[src/rtl/mem_arbiter_pkg.sv]
// Shared types and constants for the two-port memory arbiter.
package mem_arb_pkg;

    // Arbiter FSM: grant in IDLE, hold the memory request in WAIT,
    // return a one-cycle completion in RESP.
    typedef enum logic [1:0] {
        IDLE = 2'd0,
        WAIT = 2'd1,
        RESP = 2'd2
    } arb_state_t;

    // Grant / owner encoding used by gnt and the round-robin pointer.
    localparam logic GNT_C = 1'b0;
    localparam logic GNT_D = 1'b1;

endpackage

[src/rtl/mem_arbiter_if.sv]
// Bus bundle between the two requesters (CPU = C, DMA = D), the arbiter
// and the memory model. The slave modport is the arbiter's view; the
// master modport is the view of whatever drives requests and memory
// responses (the surrounding system, or a testbench).
interface mem_arbiter_if #(
    parameter int ADDR_W = 8,
    parameter int DATA_W = 8
);
    // CPU requester
    logic              c_req;
    logic              c_we;
    logic [ADDR_W-1:0] c_addr;
    logic [DATA_W-1:0] c_wdata;
    logic [DATA_W-1:0] c_rdata;
    logic              c_ready;
    logic              c_err;

    // DMA / loader requester
    logic              d_req;
    logic              d_we;
    logic [ADDR_W-1:0] d_addr;
    logic [DATA_W-1:0] d_wdata;
    logic [DATA_W-1:0] d_rdata;
    logic              d_ready;
    logic              d_err;

    // Shared memory port
    logic              m_req;
    logic              m_we;
    logic [ADDR_W-1:0] m_addr;
    logic [DATA_W-1:0] m_wdata;
    logic [DATA_W-1:0] m_rdata;
    logic              m_ready;

    modport slave (
        input  c_req, c_we, c_addr, c_wdata,
        output c_rdata, c_ready, c_err,
        input  d_req, d_we, d_addr, d_wdata,
        output d_rdata, d_ready, d_err,
        output m_req, m_we, m_addr, m_wdata,
        input  m_rdata, m_ready
    );

    modport master (
        output c_req, c_we, c_addr, c_wdata,
        input  c_rdata, c_ready, c_err,
        output d_req, d_we, d_addr, d_wdata,
        input  d_rdata, d_ready, d_err,
        input  m_req, m_we, m_addr, m_wdata,
        output m_rdata, m_ready
    );

endinterface

[src/rtl/mem_arbiter_rr_pick.sv]
// Combinational two-way round-robin chooser. A lone requester always
// wins; on a tie the requester that was not served last wins.
module rr_pick
    import mem_arb_pkg::*;
(
    input  logic [1:0] reqs,     // bit 0 = C, bit 1 = D
    input  logic       rr_last,  // owner of the previous grant
    output logic       winner,
    output logic       valid
);

    // Pick the winner from the request pair and the last owner
    always_comb begin
        valid  = |reqs;
        winner = GNT_C;
        case (reqs)
            2'b01:   winner = GNT_C;
            2'b10:   winner = GNT_D;
            2'b11:   winner = ~rr_last;
            default: winner = GNT_C;
        endcase
    end

endmodule

[src/rtl/mem_arbiter.sv]
// Two-requester memory port arbiter: registered round-robin grant, one
// outstanding transaction, and a WAIT timeout that returns an error
// completion so a requester never hangs on a dead memory.
module mem_arbiter
    import mem_arb_pkg::*;
#(
    parameter int ADDR_W  = 8,
    parameter int DATA_W  = 8,
    parameter int TIMEOUT = 15
) (
    input  logic         clk,
    input  logic         rst,
    mem_arbiter_if.slave bus,
    output logic         gnt,
    output logic         busy
);

    localparam int               CNT_W    = $clog2(TIMEOUT + 1);
    localparam logic [CNT_W-1:0] CNT_LAST = CNT_W'(TIMEOUT - 1);

    arb_state_t        state_q, state_d;
    logic              rr_last_q, rr_last_d;
    logic              gnt_q, gnt_d;
    logic              busy_q, busy_d;
    logic [CNT_W-1:0]  cnt_q, cnt_d;
    logic              m_req_q, m_req_d;
    logic              m_we_q, m_we_d;
    logic [ADDR_W-1:0] m_addr_q, m_addr_d;
    logic [DATA_W-1:0] m_wdata_q, m_wdata_d;
    logic              c_ready_q, c_ready_d;
    logic              c_err_q, c_err_d;
    logic [DATA_W-1:0] c_rdata_q, c_rdata_d;
    logic              d_ready_q, d_ready_d;
    logic              d_err_q, d_err_d;
    logic [DATA_W-1:0] d_rdata_q, d_rdata_d;
    logic              pick_winner;
    logic              pick_valid;

    rr_pick u_rr_pick (
        .reqs    ({bus.d_req, bus.c_req}),
        .rr_last (rr_last_q),
        .winner  (pick_winner),
        .valid   (pick_valid)
    );

    // Next state and next registered outputs of the arbitration FSM
    always_comb begin
        state_d   = state_q;
        rr_last_d = rr_last_q;
        gnt_d     = gnt_q;
        cnt_d     = cnt_q;
        m_we_d    = m_we_q;
        m_addr_d  = m_addr_q;
        m_wdata_d = m_wdata_q;
        // Completion outputs are pulses; they fall back to zero unless set below.
        c_ready_d = 1'b0;
        c_err_d   = 1'b0;
        c_rdata_d = '0;
        d_ready_d = 1'b0;
        d_err_d   = 1'b0;
        d_rdata_d = '0;

        case (state_q)
            IDLE: begin
                if (pick_valid) begin
                    state_d   = WAIT;
                    gnt_d     = pick_winner;
                    rr_last_d = pick_winner;
                    cnt_d     = '0;
                    if (pick_winner == GNT_D) begin
                        m_we_d    = bus.d_we;
                        m_addr_d  = bus.d_addr;
                        m_wdata_d = bus.d_wdata;
                    end else begin
                        m_we_d    = bus.c_we;
                        m_addr_d  = bus.c_addr;
                        m_wdata_d = bus.c_wdata;
                    end
                end else begin
                    state_d = IDLE;
                end
            end
            WAIT: begin
                if (bus.m_ready) begin
                    // Memory answered: hand its data to the owner (also for writes).
                    state_d = RESP;
                    if (gnt_q == GNT_D) begin
                        d_ready_d = 1'b1;
                        d_rdata_d = bus.m_rdata;
                    end else begin
                        c_ready_d = 1'b1;
                        c_rdata_d = bus.m_rdata;
                    end
                end else if (cnt_q == CNT_LAST) begin
                    // Give up on the memory: error completion with zero data.
                    state_d = RESP;
                    if (gnt_q == GNT_D) begin
                        d_ready_d = 1'b1;
                        d_err_d   = 1'b1;
                    end else begin
                        c_ready_d = 1'b1;
                        c_err_d   = 1'b1;
                    end
                end else begin
                    cnt_d = cnt_q + 1'b1;
                end
            end
            RESP: begin
                // Requests are not looked at while the completion is visible.
                state_d = IDLE;
            end
            default: begin
                state_d = IDLE;
            end
        endcase

        m_req_d = (state_d == WAIT);
        busy_d  = (state_d != IDLE);
    end

    // State and output registers with synchronous reset
    always_ff @(posedge clk) begin
        if (rst) begin
            state_q   <= IDLE;
            rr_last_q <= GNT_D;
            gnt_q     <= GNT_C;
            busy_q    <= 1'b0;
            cnt_q     <= '0;
            m_req_q   <= 1'b0;
            m_we_q    <= 1'b0;
            m_addr_q  <= '0;
            m_wdata_q <= '0;
            c_ready_q <= 1'b0;
            c_err_q   <= 1'b0;
            c_rdata_q <= '0;
            d_ready_q <= 1'b0;
            d_err_q   <= 1'b0;
            d_rdata_q <= '0;
        end else begin
            state_q   <= state_d;
            rr_last_q <= rr_last_d;
            gnt_q     <= gnt_d;
            busy_q    <= busy_d;
            cnt_q     <= cnt_d;
            m_req_q   <= m_req_d;
            m_we_q    <= m_we_d;
            m_addr_q  <= m_addr_d;
            m_wdata_q <= m_wdata_d;
            c_ready_q <= c_ready_d;
            c_err_q   <= c_err_d;
            c_rdata_q <= c_rdata_d;
            d_ready_q <= d_ready_d;
            d_err_q   <= d_err_d;
            d_rdata_q <= d_rdata_d;
        end
    end

    assign bus.m_req   = m_req_q;
    assign bus.m_we    = m_we_q;
    assign bus.m_addr  = m_addr_q;
    assign bus.m_wdata = m_wdata_q;
    assign bus.c_ready = c_ready_q;
    assign bus.c_err   = c_err_q;
    assign bus.c_rdata = c_rdata_q;
    assign bus.d_ready = d_ready_q;
    assign bus.d_err   = d_err_q;
    assign bus.d_rdata = d_rdata_q;
    assign gnt         = gnt_q;
    assign busy        = busy_q;

endmodule

[src/flat_wrapper.sv]
// flat-port wrapper written by rule: the top's interface ports become plain ports
module mem_arbiter_flat import mem_arb_pkg::*;
#(
    parameter int ADDR_W  = 8,
    parameter int DATA_W  = 8,
    parameter int TIMEOUT = 15
)
  (clk, rst, gnt, busy, bus_c_req, bus_c_we, bus_c_addr, bus_c_wdata, bus_c_rdata, bus_c_ready, bus_c_err, bus_d_req, bus_d_we, bus_d_addr, bus_d_wdata, bus_d_rdata, bus_d_ready, bus_d_err, bus_m_req, bus_m_we, bus_m_addr, bus_m_wdata, bus_m_rdata, bus_m_ready);
  mem_arbiter_if #(.ADDR_W(ADDR_W), .DATA_W(DATA_W)) bus_i ();
  input  logic clk;
  input  logic rst;
  output logic gnt;
  output logic busy;
  input wire logic [$bits(bus_i.c_req)-1:0] bus_c_req;
  input wire logic [$bits(bus_i.c_we)-1:0] bus_c_we;
  input wire logic [$bits(bus_i.c_addr)-1:0] bus_c_addr;
  input wire logic [$bits(bus_i.c_wdata)-1:0] bus_c_wdata;
  output wire logic [$bits(bus_i.c_rdata)-1:0] bus_c_rdata;
  output wire logic [$bits(bus_i.c_ready)-1:0] bus_c_ready;
  output wire logic [$bits(bus_i.c_err)-1:0] bus_c_err;
  input wire logic [$bits(bus_i.d_req)-1:0] bus_d_req;
  input wire logic [$bits(bus_i.d_we)-1:0] bus_d_we;
  input wire logic [$bits(bus_i.d_addr)-1:0] bus_d_addr;
  input wire logic [$bits(bus_i.d_wdata)-1:0] bus_d_wdata;
  output wire logic [$bits(bus_i.d_rdata)-1:0] bus_d_rdata;
  output wire logic [$bits(bus_i.d_ready)-1:0] bus_d_ready;
  output wire logic [$bits(bus_i.d_err)-1:0] bus_d_err;
  output wire logic [$bits(bus_i.m_req)-1:0] bus_m_req;
  output wire logic [$bits(bus_i.m_we)-1:0] bus_m_we;
  output wire logic [$bits(bus_i.m_addr)-1:0] bus_m_addr;
  output wire logic [$bits(bus_i.m_wdata)-1:0] bus_m_wdata;
  input wire logic [$bits(bus_i.m_rdata)-1:0] bus_m_rdata;
  input wire logic [$bits(bus_i.m_ready)-1:0] bus_m_ready;
  assign bus_i.c_req = bus_c_req;
  assign bus_i.c_we = bus_c_we;
  assign bus_i.c_addr = bus_c_addr;
  assign bus_i.c_wdata = bus_c_wdata;
  assign bus_c_rdata = bus_i.c_rdata;
  assign bus_c_ready = bus_i.c_ready;
  assign bus_c_err = bus_i.c_err;
  assign bus_i.d_req = bus_d_req;
  assign bus_i.d_we = bus_d_we;
  assign bus_i.d_addr = bus_d_addr;
  assign bus_i.d_wdata = bus_d_wdata;
  assign bus_d_rdata = bus_i.d_rdata;
  assign bus_d_ready = bus_i.d_ready;
  assign bus_d_err = bus_i.d_err;
  assign bus_m_req = bus_i.m_req;
  assign bus_m_we = bus_i.m_we;
  assign bus_m_addr = bus_i.m_addr;
  assign bus_m_wdata = bus_i.m_wdata;
  assign bus_i.m_rdata = bus_m_rdata;
  assign bus_i.m_ready = bus_m_ready;
  mem_arbiter #(.ADDR_W(ADDR_W), .DATA_W(DATA_W), .TIMEOUT(TIMEOUT)) u_core (.clk(clk), .rst(rst), .bus(bus_i), .gnt(gnt), .busy(busy));
endmodule
[config.mk]
export PLATFORM = sky130hd
export DESIGN_NAME = mem_arbiter_flat
export DESIGN_NICKNAME = d
export VERILOG_FILES = /design/src/rtl/mem_arbiter_pkg.sv /design/src/rtl/mem_arbiter_if.sv /design/src/rtl/mem_arbiter_rr_pick.sv /design/src/rtl/mem_arbiter.sv /design/src/flat_wrapper.sv
export SDC_FILE = /design/constraint.sdc
export NUM_CORES = 1
export LEC_CHECK = 0
export CORE_UTILIZATION = 30
export CTS_CLUSTER_SIZE = 20
export DETAILED_ROUTE_END_ITERATION = 12
export PLACE_DENSITY = 0.71
export SYNTH_ARGS = -nofsm -noshare
export SYNTH_HDL_FRONTEND = slang
export SYNTH_SLANG_ARGS = --single-unit
[constraint.sdc]
create_clock -name clk -period 2 [get_ports clk]
set_clock_uncertainty 0.1 [all_clocks]
set_input_delay 0.2 -clock clk [delete_from_list [all_inputs] [get_ports clk]]
set_output_delay 0.2 -clock clk [all_outputs]
set_load 0.005 [all_outputs]
==> impl_metrics.yaml, run 1 <==
setup_path:
  crit_slowest_cell: "or4_1"
  crit_path_start_kind: "flop"
  worstPathCellList: "inv_1, ha_1, and3_1, or4_1, o31ai_1"
  cp.arrival_ns: 1.78
  critPathKind: "reg2reg"
  cpLargestDelayFamily: "simple AND/OR/NAND/NOR gates"
  critical_path_buf_inv_count: 1
  worstPathMaxFanout: 6
  crit_required_ns: 2.11
  crit_path_end_kind: "flop"
  max_stage_delay_ns: 0.48
timing:
  fin_crit_ns: 1.67
  setup_ws_ns: 0.328
  hold_slack_ns: 0.387
  slew_violations: 0
  finalSetupTns_ns: 0
  fin_crit_sh_pct: 83.6
  worst_pin_slew_ns: 0.441
  relSlewSlack_pct: 70.5
  rsz0062_at_grt: "no"
  clock.fmax_ghz: 0.598
  setup_viol: 0
  hold_viol_final: 0
routing:
  dr.pass1.iters: 4
  via_count: 1572
  routedWlPerCell_um: 13.1
  drtIter0Drc: 60
  drt-vias-per-instance: 4.71
  ant_nets: 0
  drc: 0
  routed_wl_mm: 4.37
global_route:
  grt_antenna_before_repair: 0
  grt-busiest-layer: "met2"
  grt_use_met3_pct: 5.26
  first_global_vias: 1579
  gr-usage-met1_pct: 16.9
  grt_remaining_overflow: 0
  grt_start_max_net_pins: 28
  track_usage_pct: 14.6
  grt_pass1_wl_mm: 7.13
  met2_usage_pct: 25.2
flow_run:
  maxCapViolCount: 0
cts:
  cts_tree: "yes"
  cts_made_buffers: 5
  cts_root_buffer: "clkbuf_8"
  clk_latency_ns: 0.29
  clkTransAtPathRegs_ns: 0.09
  cts_hold_buf: 0
  cts_max_path_buffers: 2
  cts.repair.resized: 0
  h-tree-depth: 2
  cts.sinks: 47
  post-cts-setup-buffers: 0
layout:
  final_core_util_pct: 50.1
  final_layout_size_suffix_gt1_share_pct: 6.49
  num_antenna_cells: 0
  layout_commonest_cell: "clkdlybuf4s50_1"
  area_delta_synth_final_pct: 57.2
  layout_common_cells: "86 x clkdlybuf4s50_1, 47 x dfxtp_1, 21 x a21oi_1"
  final_nets: 310
  final_cells: 334
  multi_input_area_um2: 796
  seq_area_um2: 941
  fillers: 554
synthesis:
  yosysSeqAreaShare_pct: 52.3
  syn-cell-area_mm2: 0.00180
  synth_top_area_cell: "dfxtp_1"
  ys_types: 35
  ys_warn_count: 0
  synth_top_area_share_pct: 52.3
  synthTopCellsByArea: "dfxtp_1 52%, mux2i_1 9.5%, a211oi_1 7.5%"
  syn_avg_cell_area_um2: 10.3
  ys_ff_latch: 47
  syn_inst: 174
  synth_nets: 223
hold_path:
  hold_path.class: "in2reg"
floorplan:
  initial_utilization_pct: 31.9
  fp.dieW_um: 79.4
  io_pins: 87
  core_area_mm2: 0.00564
  rows: 27
  die_area_mm2: 0.00631
  die_height_um: 79.4
power:
  power.leakage_nw: 1.05
  p_per_area_mw_per_mm2: 701
  peakVddDrop_mv: 0.267
status:
  status: "completed"
place:
  pre_cts_ws_ns: 0.264
  place_congestion: 0.804
  post-dp-hpwl_mm: 3.24
  dp.cells: 326
  port_buffers: 86
## registers in the layout (all words and copies together), names as in the netlist
| name | cells |
|---|---|
| u_core.bus.m_req | 1 |
| u_core.bus.m_wdata | 8 |
| u_core.bus.c_ready | 1 |
| u_core.busy | 1 |
| u_core.cnt_q | 4 |
| u_core.bus.d_rdata | 8 |
| u_core.bus.d_err | 1 |
| u_core.bus.m_we | 1 |
| u_core.gnt | 1 |
| u_core.rr_last_q | 1 |
| u_core.bus.c_err | 1 |
| u_core.bus.c_rdata | 8 |
| u_core.bus.m_addr | 8 |
| u_core.state_q | 2 |
| u_core.bus.d_ready | 1 |
## power by group
group	total, mW	switching, mW	internal (mW)
Sequential	1.03	0.0325	0.994
Combinational	0.407	0.157	0.250
Clock	0.548	0.304	0.244
Total	1.98	0.494	1.49
## synth_stat cells, drive strengths merged
library cell	count
ha	2
o22ai	1
or2	2
nor2	6
and3b	1
clkbuf	5
or4	1
buf	6
nor2b	3
a21oi	21
a21boi	1
and3	2
or3	2
or3b	1
a221o	1
o31ai	1
inv	1
a211oi	18
nand4	1
o21a	1
nor3b	2
o21ai	1
mux2i	17
nor3	3
a31oi	1
nand3	2
o221ai	2
dfxtp	47
or2b	1
nand2b	1
nand2	4
and2	16
## final cells by class
type                    count  area share [%]
clock buffers               6            2.57
clock inverters             2           0.443
inverters                   1           0.133
multi-input cells         115            28.2
flip-flops and latches     47            33.3
well taps                  72            3.19
repair buffers             91            32.2
## final timing paths
| check | start | cells past startpoint | endpoint | slack (ns) |
|---|---|---|---|---|
| max | u_core.cnt_q[0] | 5 | u_core.cnt_q[0] | 0.33 |
| min | bus_m_rdata[4] | 2 | u_core.bus.c_rdata[4] | 0.39 |
| max reg2reg | u_core.cnt_q[0] | 5 | u_core.cnt_q[0] | 0.33 |
| min reg2reg | u_core.gnt | 2 | u_core.bus.d_ready | 0.41 |
## routing by layer
metal	part of all wire, %	up-vias
met5	0	-
met4	1.1	0
met3	8.7	6
met2	47	75
met1	44	692
li1	-	799
## metrics by stage
stage,cell area [µm²],total power [mW]
finish,2830,1.98
detailed placement,2740,1.46
floorplan,1800,1.22
global placement,2740,1.45
CTS,2830,2.01
global route,2830,2.10
## worst register-to-register path, cell delays in order, from the launching register on
cell and delay [ns]:
dfxtp_1 0.39, inv_1 0.09, ha_1 0.21, and3_1 0.24
or4_1 0.48, o31ai_1 0.08
## cells by family after synthesis
| family | count (synthesis) | synth area share, % |
|---|---|---|
| buffers and inverters | 12 | 3.41 |
| AND/OR/NAND/NOR | 48 | 16.1 |
| multiplexers | 17 | 9.46 |
| adder cells (fa/ha/maj) | 2 | 1.39 |
| AO/OA/AOI/OAI | 48 | 17.3 |
| flip-flops | 47 | 52.3 |
No activity file was read; power rests on OpenSTA's default activity.
==> run 2, diff against run 1 <==
PLACE_DENSITY = 0.74   (was 0.71)
clock period = 1.5 ns   (was 2 ns; I/O delays follow)
==> impl_metrics.yaml, run 2 (synthesis results as in run 1) <==
global_route:
  grt_pass1_wl_mm: 7.04
  first_global_vias: 1553
  grt_remaining_overflow: 0
  grt_antenna_before_repair: 0
  track_usage_pct: 14.6
  grt_start_max_net_pins: 19
timing:
  rsz0062_at_grt: "yes"
  fin_crit_ns: 1.50
  setup_viol: 0
  fin_crit_sh_pct: 99.7
  worst_pin_slew_ns: 0.373
  relSlewSlack_pct: 75.2
  setup_ws_ns: 0.00421
  clock.fmax_ghz: 0.669
  slew_violations: 0
  hold_viol_final: 0
floorplan:
  die_area_mm2: 0.00631
  fp.dieW_um: 79.4
  core_area_mm2: 0.00564
  initial_utilization_pct: 31.9
  rows: 27
  io_pins: 87
  die_height_um: 79.4
power:
  p_per_area_mw_per_mm2: 927
  power.leakage_nw: 1.14
  peakVddDrop_mv: 0.539
layout:
  area_delta_synth_final_pct: 67.2
  layout_common_cells: "86 x clkdlybuf4s50_1, 43 x dfxtp_1, 21 x a21oi_1"
  final_layout_size_suffix_gt1_share_pct: 15.2
  final_nets: 324
  final_core_util_pct: 53.3
  postLayoutCellArea_mm2: 0.00301
  layout_commonest_cell: "clkdlybuf4s50_1"
  num_antenna_cells: 0
hold_path:
  min_from: "bus_m_rdata[6]"
  whs_path_depth: 2
  min_to: "u_core.bus.c_rdata[6]"
  hold_path.class: "in2reg"
cts:
  cts_max_path_buffers: 2
  clk_latency_ns: 0.29
  cts_hold_buf: 0
  cts_root_buffer: "clkbuf_8"
  cts_tree: "yes"
  cts_made_buffers: 5
  clkTransAtPathRegs_ns: 0.08
  h-tree-depth: 2
  cts.sinks: 47
place:
  placed_cell_area_mm2: 0.00284
  place_congestion: 0.768
  port_buffers: 86
  pre_cts_ws_ns: -0.208
  post-dp-hpwl_mm: 3.27
routing:
  drt-vias-per-instance: 4.69
  drtIter0Drc: 46
  routedWlPerCell_um: 13.0
  routed_wl_mm: 4.53
  ant_nets: 0
  dr.pass1.iters: 4
  via_count: 1631
  drc: 0
status:
  status: "completed"
setup_path:
  critPathKind: "reg2reg"
  worstPathMaxFanout: 4
  reg2regPathDepth: 5
  crit_required_ns: 1.60
  cp.arrival_ns: 1.60
  r2r_slack_ns: 0.004
  crit_path_end_kind: "flop"
  worst_r2r_startpoint: "u_core.cnt_q[0]"
  crit_path_start_kind: "flop"
  timing.rr.end: "u_core.cnt_q[0]"
flow_run:
  maxCapViolCount: 0
run 2: changes by cell type in the layout (fill, tap and decap cells not counted), sizes merged:
| cell | before | now |
|---|---|---|
| clkinv | 1 | 0 |
| buf | 5 | 19 |
| clkbuf | 6 | 7 |
run 2: worst max path at each step:
| stage | to | slack (ns) | from |
|---|---|---|---|
| after floorplan | u_core.cnt_q[0] | 0.02 | u_core.cnt_q[0] |
| after global placement | u_core.cnt_q[0] | -0.19 | bus_m_ready |
| after detailed placement | u_core.cnt_q[0] | -0.21 | bus_m_ready |
| after CTS | u_core.bus.m_wdata[6] | 0.008 | u_core.state_q[0] |
| after global routing | u_core.cnt_q[0] | -0.03 | u_core.cnt_q[0] |
| final | u_core.cnt_q[0] | 0.004 | u_core.cnt_q[0] |
run 2: per-layer routing:
metal	track usage [%]	routed length, µm	vias up
met5	0	0	-
met4	3.82	29	0
met3	5.14	368	2
met2	24.8	2130	74
met1	17.3	2000	730
li1	-	-	825
run 2: worst max-delay path, stage by stage, from the launching register on:
cell     delay [ns]
dfxtp_2        0.34
inv_2          0.05
ha_4           0.15
and3_4         0.19
or4_1          0.51
o31ai_1        0.08
run 2: per-stage QoR:
| stage | total power [mW] | hold WS (ns) | setup TNS [ns] | instances |
|---|---|---|---|---|
| 5_1_grt | 2.94 | 0.340 | -0.0255 | 348 |
| 4_1_cts | 2.81 | 0.344 | 0 | 345 |
| 3_3_place_gp | 1.97 | 0.404 | -2.74 | 337 |
| 6_report | 2.79 | 0.347 | 0 | 348 |
| 3_5_place_dp | 1.98 | 0.412 | -3.10 | 337 |
| 2_1_floorplan | 1.62 | 0.128 | 0 | 174 |
run 2: area by class of cell:
class                           instances  area, µm²
Clock buffer                            7       96.3
Clock inverter                          1       7.51
Fill cell                             515       2640
Inverter                                1       3.75
Multi-Input combinational cell        115        821
Sequential cell                        47        946
Tap cell                               72       90.1
Timing Repair Buffer                  105       1040
run 2: what timing repair did:
action,CTS,global route
endpoints found under the setup margin,2,36
gates resized for setup,3,7
buffers inserted,0,3
cloned,0,0
pin swaps,0,4
run 2: power by group:
group          internal, mW  switching (mW)
clock                 0.419           0.400
sequential             1.33          0.0416
combinational         0.377           0.222
